`config.mk`:
```
export PLATFORM = sky130hd
export DESIGN_NAME = dot_product_stream
export DESIGN_NICKNAME = d
export VERILOG_FILES = /design/src/rtl/dot_product_stream.sv
export SDC_FILE = /design/constraint.sdc
export NUM_CORES = 2
export LEC_CHECK = 0
export CAP_MARGIN = 40
export CORE_ASPECT_RATIO = 1.75
export CORE_MARGIN = 8
export CORE_UTILIZATION = 40
export CTS_CLUSTER_SIZE = 14
export DETAILED_ROUTE_END_ITERATION = 10
export PLACE_DENSITY = 0.61
export SYNTH_ARGS = -nofsm -noshare
export SYNTH_HDL_FRONTEND = slang
export SYNTH_SLANG_ARGS = --single-unit
```
`constraint.sdc`:
```
create_clock -name clk -period 28.4 [get_ports clk]
set_clock_uncertainty 0.05 [all_clocks]
set_input_delay 5.68 -clock clk [delete_from_list [all_inputs] [get_ports clk]]
set_output_delay 5.68 -clock clk [all_outputs]
set_load 0.03 [all_outputs]
```
`src/rtl/dot_product_stream.sv`:
```
// Streaming dot-product accumulator: reduces LANES x EW operand pairs per beat into a burst-wide sum.
// Latency: the result is registered and presented the cycle after the in_last beat is accepted.
// Backpressure: in_ready drops while a result is held; out_ready releases it, then one idle cycle follows.
module dot_product_stream #(
    parameter int LANES = 4,
    parameter int EW    = 8,
    parameter int ACC_W = 32
) (
    input  logic                  clk,
    input  logic                  reset,
    input  logic                  in_valid,
    output logic                  in_ready,
    input  logic [LANES*EW-1:0]   in_a,
    input  logic [LANES*EW-1:0]   in_b,
    input  logic                  in_last,
    input  logic [1:0]            mode,
    output logic                  out_valid,
    input  logic                  out_ready,
    output logic [ACC_W-1:0]      out_result,
    output logic [15:0]           out_beats,
    output logic                  out_ovf
);

    typedef enum logic [1:0] {IDLE, ACCUM, DONE} state_t;

    state_t             state;
    state_t             state_nxt;
    logic [1:0]         mode_q;
    logic [1:0]         mode_eff;
    logic [ACC_W-1:0]   acc;
    logic [ACC_W-1:0]   partial;
    logic [ACC_W-1:0]   acc_sum;
    logic               carry;
    logic               signed_ovf;
    logic [15:0]        beats;
    logic               ovf;
    logic               accept;
    logic [EW-1:0]      lane_a;
    logic [EW-1:0]      lane_b;
    logic [ACC_W-1:0]   ext_a;
    logic [ACC_W-1:0]   ext_b;

    // The first beat of a burst uses the live mode; later beats use the latched one.
    assign mode_eff = (state == IDLE) ? mode : mode_q;
    assign in_ready = !reset && (state != DONE);
    assign accept   = in_valid && in_ready;

    assign out_valid  = (state == DONE);
    assign out_result = acc;
    assign out_beats  = beats;
    assign out_ovf    = ovf;

    // Per-beat partial. Lanes are extended to ACC_W before multiplying, so the
    // modular product already carries the correct sign extension in signed mode.
    always_comb begin
        partial = '0;
        lane_a  = '0;
        lane_b  = '0;
        ext_a   = '0;
        ext_b   = '0;
        for (int k = 0; k < LANES; k++) begin
            lane_a = in_a[k*EW +: EW];
            lane_b = in_b[k*EW +: EW];
            if (mode_eff == 2'b00) begin
                for (int j = 0; j < EW; j++) begin
                    partial = partial + ACC_W'(lane_a[j] & lane_b[j]);
                end
            end else if (mode_eff == 2'b10) begin
                ext_a   = {{(ACC_W-EW){lane_a[EW-1]}}, lane_a};
                ext_b   = {{(ACC_W-EW){lane_b[EW-1]}}, lane_b};
                partial = partial + ext_a * ext_b;
            end else begin
                ext_a   = {{(ACC_W-EW){1'b0}}, lane_a};
                ext_b   = {{(ACC_W-EW){1'b0}}, lane_b};
                partial = partial + ext_a * ext_b;
            end
        end
    end

    // Accumulate with carry-out for unsigned overflow and sign comparison for signed overflow.
    always_comb begin
        {carry, acc_sum} = {1'b0, acc} + {1'b0, partial};
        signed_ovf = (acc[ACC_W-1] == partial[ACC_W-1]) && (acc_sum[ACC_W-1] != acc[ACC_W-1]);
    end

    // Next-state logic: a burst closes on its last beat; a held result leaves on out_ready.
    always_comb begin
        state_nxt = state;
        case (state)
            IDLE, ACCUM: if (accept) state_nxt = in_last ? DONE : ACCUM;
            DONE:        if (out_ready) state_nxt = IDLE;
            default:     state_nxt = IDLE;
        endcase
    end

    // State register plus accumulator, beat counter, sticky overflow and mode latch.
    always_ff @(posedge clk) begin
        if (reset) begin
            state  <= IDLE;
            acc    <= '0;
            beats  <= '0;
            ovf    <= 1'b0;
            mode_q <= 2'b00;
        end else begin
            state <= state_nxt;
            case (state)
                IDLE: begin
                    if (accept) begin
                        acc    <= partial;
                        beats  <= 16'd1;
                        ovf    <= 1'b0;
                        mode_q <= mode;
                    end
                end
                ACCUM: begin
                    if (accept) begin
                        acc   <= acc_sum;
                        beats <= (beats == 16'hFFFF) ? beats : beats + 16'd1;
                        ovf   <= ovf | ((mode_q == 2'b10) ? signed_ovf : carry);
                    end
                end
                DONE: begin
                    if (out_ready) begin
                        acc   <= '0;
                        beats <= '0;
                        ovf   <= 1'b0;
                    end
                end
                default: ;
            endcase
        end
    end

endmodule

```
; After elaboration in Yosys (flattened, before gate mapping)
; Index checks and enable logic that the tools add are counted.
[word_totals]
regBits = 53
latchBits = 0
mem_bits_rw = 0
mem_bits_ro = 0
input_bits = 71
output_inout_bits = 51
word_cells = 137
memories = 0
[classes]
addsub = 39
multipliers = 8
n_div = 0
n_lt_le_gt_ge = 0
n_eq_ne = 13
shifts = 0
muxes = 27
n_bitwise = 33
reduce_logical = 12
[op_table]
columns = operator, count
row1 = adder 32 x 1 -> 32 bit, 24
row2 = two-way mux 32 bit, 11
row3 = multiplier 8 x 8 -> 16 bit, 8
row4 = adder 32 x 16 -> 32 bit, 3
row5 = adder 32 bit, 3
row6 = one-hot mux 32 bit (3 select lines), 1
row7 = two-way mux 16 bit, 4
row8 = one-hot mux 16 bit (3 select lines), 1
row9 = adder 32 x 32 -> 33 bit, 1
row10 = AND 1 bit, 32
row11 = adder 16 x 1 -> 16 bit (second input constant), 1
row12 = == test 16 bit (second input constant), 1
row13 = inequality test 2 bit (second input constant), 5
row14 = adder 7 x 1 -> 8 bit, 1
row15 = two-way mux 2 bit, 4
row16 = adder 6 x 1 -> 7 bit, 1
row17 = adder 5 x 1 -> 6 bit, 1
row18 = == test 2 bit (second input constant), 3
row19 = adder 4 x 1 -> 5 bit, 1
row20 = AND reduction 5 bit, 1
row21 = adder 3 x 1 -> 4 bit, 1
row22 = zero test 2 bit, 2
row23 = two-way mux 1 bit, 4
row24 = one-hot mux 2 bit (2 select lines), 1
row25 = other kinds (14), 17

; Logic depth before layout (Yosys ltp)
[depth]
ltp_word = 43
ltp_mapped = 70
mapped_depth_nobuf = 70

; Worst setup path after synthesis
; Ideal clock, no wire load.
[synth_path]
path_type = input-to-reg
startpoint = input in_b[2]
endpoint = register acc[30], in the netlist out_result[30]
setup_ps = 78
t_arrival_ps = 20131
required_time_ps = 28272
path_slack_ps = 8141
path_stages = 61
n_path_buf = 0
path_cell_list = nand2_1 -> fa_1 -> inv_1 -> fa_1 -> fa_1 -> inv_1 -> fa_1 -> inv_1 -> ha_1 -> xor2_1 -> a22o_1 -> inv_1 -> fa_1 -> inv_1 -> fa_1 -> fa_1 -> inv_1 -> fa_1 -> [... 25 more ...] -> nand4_1 -> a21bo_2 -> a21oi_1 -> o211ai_1 -> xnor2_1 -> nor2_1 -> nor2_1 -> ha_1 -> a21o_1 -> nand3_1 -> nand2_1 -> a211o_1 -> o311a_1 -> a21oi_1 -> o21ai_1 -> xnor2_1 -> o221a_1 -> nor3_1
[synth_via]
elab_chain_cells = 38
word_cells_on_any_way = 51
classes_between = 37 x add/sub / 2 x mul / 11 x mux / 1 x bitwise
[synth_lines]
columns = item, line
row1 = start: declaration, 14  ; input logic [LANES*EW-1:0] in_b,
row2 = AND 1 bit, 66  ; partial = partial + ACC_W'(lane_a[j] & lane_b[j]);
row3 = adder 2 x 1 -> 3 bit, 66
row4 = adder 3 x 1 -> 4 bit, 66
row5 = adder 4 x 1 -> 5 bit, 66
row6 = adder 5 x 1 -> 6 bit, 66
row7 = adder 6 x 1 -> 7 bit, 66
row8 = adder 7 x 1 -> 8 bit, 66
row9 = two-way mux 32 bit (*), 64  ; if (mode_eff == 2'b00) begin
row10 = adder 32 x 1 -> 32 bit (8 in series), 66
row11 = two-way mux 32 bit (*), 64
row12 = adder 32 x 1 -> 32 bit (8 in series), 66
row13 = two-way mux 32 bit (*), 64
row14 = adder 32 x 1 -> 32 bit (8 in series), 66
row15 = two-way mux 32 bit (*), 64
row16 = adder 32 x 32 -> 33 bit, 82  ; {carry, acc_sum} = {1'b0, acc} + {1'b0, partial};
row17 = two-way mux 32 bit, 116  ; if (accept) begin
row18 = one-hot mux 32 bit (3 select lines) (*), 106  ; case (state)
row19 = end signal: assignment, 109  ; acc <= partial;
row20 = end signal: assignment, 117  ; acc <= acc_sum;
row21 = end: declaration, 30  ; logic [ACC_W-1:0] acc;
; Mark *: on every way between the ends. The rest lies on a longest branch, timed or not. The select of a mux whose other input is x is not followed.
; A chain may end at the register's enable or synchronous reset.

; Worst setup path in the final report
[layout_path]
startpoint = input in_a[3]
endpoint = register acc[30], in the netlist out_result[30]
[layout_via]
elab_chain_cells = 37
word_cells_on_any_way = 50
classes_between = 36 x add/sub / 2 x mul / 11 x mux / 1 x bitwise
[layout_lines]
columns = item, line
row1 = start: declaration, 13  ; input logic [LANES*EW-1:0] in_a,
row2 = AND 1 bit, 66
row3 = adder 3 x 1 -> 4 bit, 66
row4 = adder 4 x 1 -> 5 bit, 66
row5 = adder 5 x 1 -> 6 bit, 66
row6 = adder 6 x 1 -> 7 bit, 66
row7 = adder 7 x 1 -> 8 bit, 66
row8 = two-way mux 32 bit (*), 64
row9 = adder 32 x 1 -> 32 bit (8 in series), 66
row10 = two-way mux 32 bit (*), 64
row11 = adder 32 x 1 -> 32 bit (8 in series), 66
row12 = two-way mux 32 bit (*), 64
row13 = adder 32 x 1 -> 32 bit (8 in series), 66
row14 = two-way mux 32 bit (*), 64
row15 = adder 32 x 32 -> 33 bit, 82
row16 = two-way mux 32 bit, 116
row17 = one-hot mux 32 bit (3 select lines) (*), 106
; Marks and branches as above.

==> results.yml <==
status:
  status: "completed"
floorplan:
  start_util_pct: 40.3
  dieArea_sq_um: 76600
  top_level_ports: 122
  rows: 126
  die_h_microns: 360
  coreArea_sq_um: 67200
  fp.dieW_microns: 213
worst_setup_path:
  end_kind: "flip-flop"
  slowest_delay_ns: 0.64
  startpoint_type: "input port"
  rr_worst_depth: 60
  cp_max_fo: 9
  required_ns: 28.58
  cp_common_cell: "fa_1"
  cp.arrival_ns: 22.13
  cp_slowest_cell: "clkdlybuf4s50_1"
  crit_type: "in2reg"
global_routing:
  antenna_found_initial: 1
  gr-usage-all-layers_pct: 20.9
  grt_pass1_vias: 24000
  grt_max_degree: 62
  grt_pass1_wl_microns: 126000
  overflow: 0
drt:
  routed_wl_microns: 80000
  via_per_inst: 5.22
  post_drt_wl_per_cell_microns: 18.9
  drc_errors: 0
  dr.pass1.iters: 7
  first_iter_violations: 909
  dr_total_vias: 22200
  ant_nets: 0
sta:
  fin_crit_sh_pct: 77.3
  holdWs_ns: 0.436
  fin_crit_ns: 21.95
  hold_violations: 0
  worst_pin_slew_ns: 0.877
  maxSlewHeadroom_pct: 40.9
  max_freq_ghz: 0.0456
  finalSetupViolations: 0
  slew_viol_final: 0
  rsz0062_at_grt: "false"
  setup_tns_ns: 0
  worst_slack_ns: 6.45
final_layout:
  fillCellCount: 6825
  final_util_pct: 44.0
  nets: 4210
  layout_common_cells: "680 x inv_1, 405 x fa_1, 390 x ha_1, 234 x nand2_1, 161 x a21oi_1"
  layout_commonest_cell: "inv_1"
  synthToLayoutAreaGrowth_pct: 9.05
  seqCellArea_sq_um: 1060
  drive_above_1_share_pct: 1.85
  multi_input_area_sq_um: 23300
clock_network:
  clk_path_buf_depth: 2
  cts_tree: "done"
  cts_resized: 0
  root_buffer: "clkbuf_16"
  post_cts_buffers: 0
  cts.reportedPaths.clkPinSlew_ns: 0.07
  cts_made_buffers: 5
  clock_latency_ns: 0.30
  cts.sinks: 53
  cts_max_level: 2
  cts.hold.buffers_added: 0
synth:
  synth_cell_type_count: 81
  synth_warnings: 0
  synth_nets: 4126
  syn_inst: 3260
  synth-seq-cells: 53
  synth_flop_cell: "dfxtp_1"
  syn_area_per_cell_sq_um: 8.30
  ys_async_sr_fraction_pct: 0
  synth_seq_area_share_pct: 3.92
  syn_area_sq_um: 27100
  synth_edf_count: 0
placement:
  numPortBuffers: 121
  dp_hpwl_microns: 70800
  place_ws_ns: 6.17
  routabilityCongestion: 0.989
worst_hold_path:
  min_path_cells: 2
  worst_hold_path_type: "reg2reg"
run:
  maxCapViolCount: 0
worst paths after layout:
path | start | end | slack (ns)
min | out_beats[1] | out_beats[1] | 0.44
max reg2reg | state[1] | out_result[30] | 12.69
max | in_a[3] | out_result[30] | 6.45
min reg2reg | out_beats[1] | out_beats[1] | 0.44
area by class of cell:
class	instances	area share [%]
Antenna cell	1	0.00848
Clock buffer	5	0.424
Tap cell	896	3.80
Sequential cell	53	3.59
Multi-Input combinational cell	2468	78.8
Inverter	681	8.66
Timing Repair Buffer	135	4.48
Clock inverter	3	0.220
registers in the layout, indices dropped and copies added (netlist names):
register,cells
out_result,32
out_beats,16
mode_q,2
state,2
out_ovf,1
cells in the mapped netlist, types with 6 or more instances:
library cell  count  share of area (%)
inv_1           680                9.4
fa_1            405                 30
ha_1            390                 18
nand2_1         235                3.3
a21oi_1         161                3.0
nor2_1          158                2.2
and2_1          151                3.5
xnor2_1         140                4.5
o21ai_0         112                2.1
xor2_1           75                2.4
a21o_1           69                1.9
nand2b_1         60                1.4
dfxtp_1          53                3.9
clkbuf_1         52               0.72
nor3_1           52               0.96
o21a_1           41                1.1
a211oi_1         33               0.92
nor2b_1          33               0.76
o21bai_1         33               0.92
nand3_1          32               0.59
o22ai_1          25               0.58
and3_1           23               0.53
or3_1            19               0.44
a31oi_1          14               0.32
nand4_1          12               0.28
o211ai_1         12               0.33
o21ai_1          12               0.22
o31a_1           10               0.32
o31ai_1           9               0.25
or2_2             9               0.21
a211o_1           8               0.26
o41ai_1           8               0.26
a22oi_1           7               0.19
a31o_2            7               0.23
mux2i_1           7               0.26
a22o_1            6               0.19
buf_1             6              0.083
nor3b_1           6               0.17
o32ai_1           6               0.19
metrics by stage:
step | area [sq um] | cells
floorplan | 27100 | 3260
CTS | 29500 | 4241
global route | 29500 | 4241
global placement | 29300 | 4231
finish | 29500 | 4242
detailed placement | 29300 | 4233
critical path, delay by kind of cell:
family | cells | cell delay, ns
adders and majority gates | 21 | 9.51
AOI/OAI and AO/OA | 14 | 3.41
and+or+nand+nor | 10 | 1.57
buffers and inverters | 14 | 1.44
xor gates and xnor gates | 3 | 0.48
per-layer routing:
metal  part of all wire, %  track usage, %  wire length, microns
met4                   7.9            13.7                  6300
met5                     0               0                     0
met3                   2.6            1.03                  2110
met1                    34            20.1                 27200
met2                    55            41.8                 44400
cells by family after synthesis:
group / Yosys count / share of synthesized area (%)
XOR/XNOR: 217 / 7.10
buffers and inverters: 739 / 10.2
adder cells (fa/ha/maj): 795 / 48.0
flip-flops: 53 / 3.92
multiplexers: 13 / 0.518
AO/OA/AOI/OAI: 630 / 15.3
AND/OR/NAND/NOR: 813 / 15.0
Power is left out: the tool's default activity adds up to more than one toggle a clock period on the data nets, which glitch-free logic cannot reach.
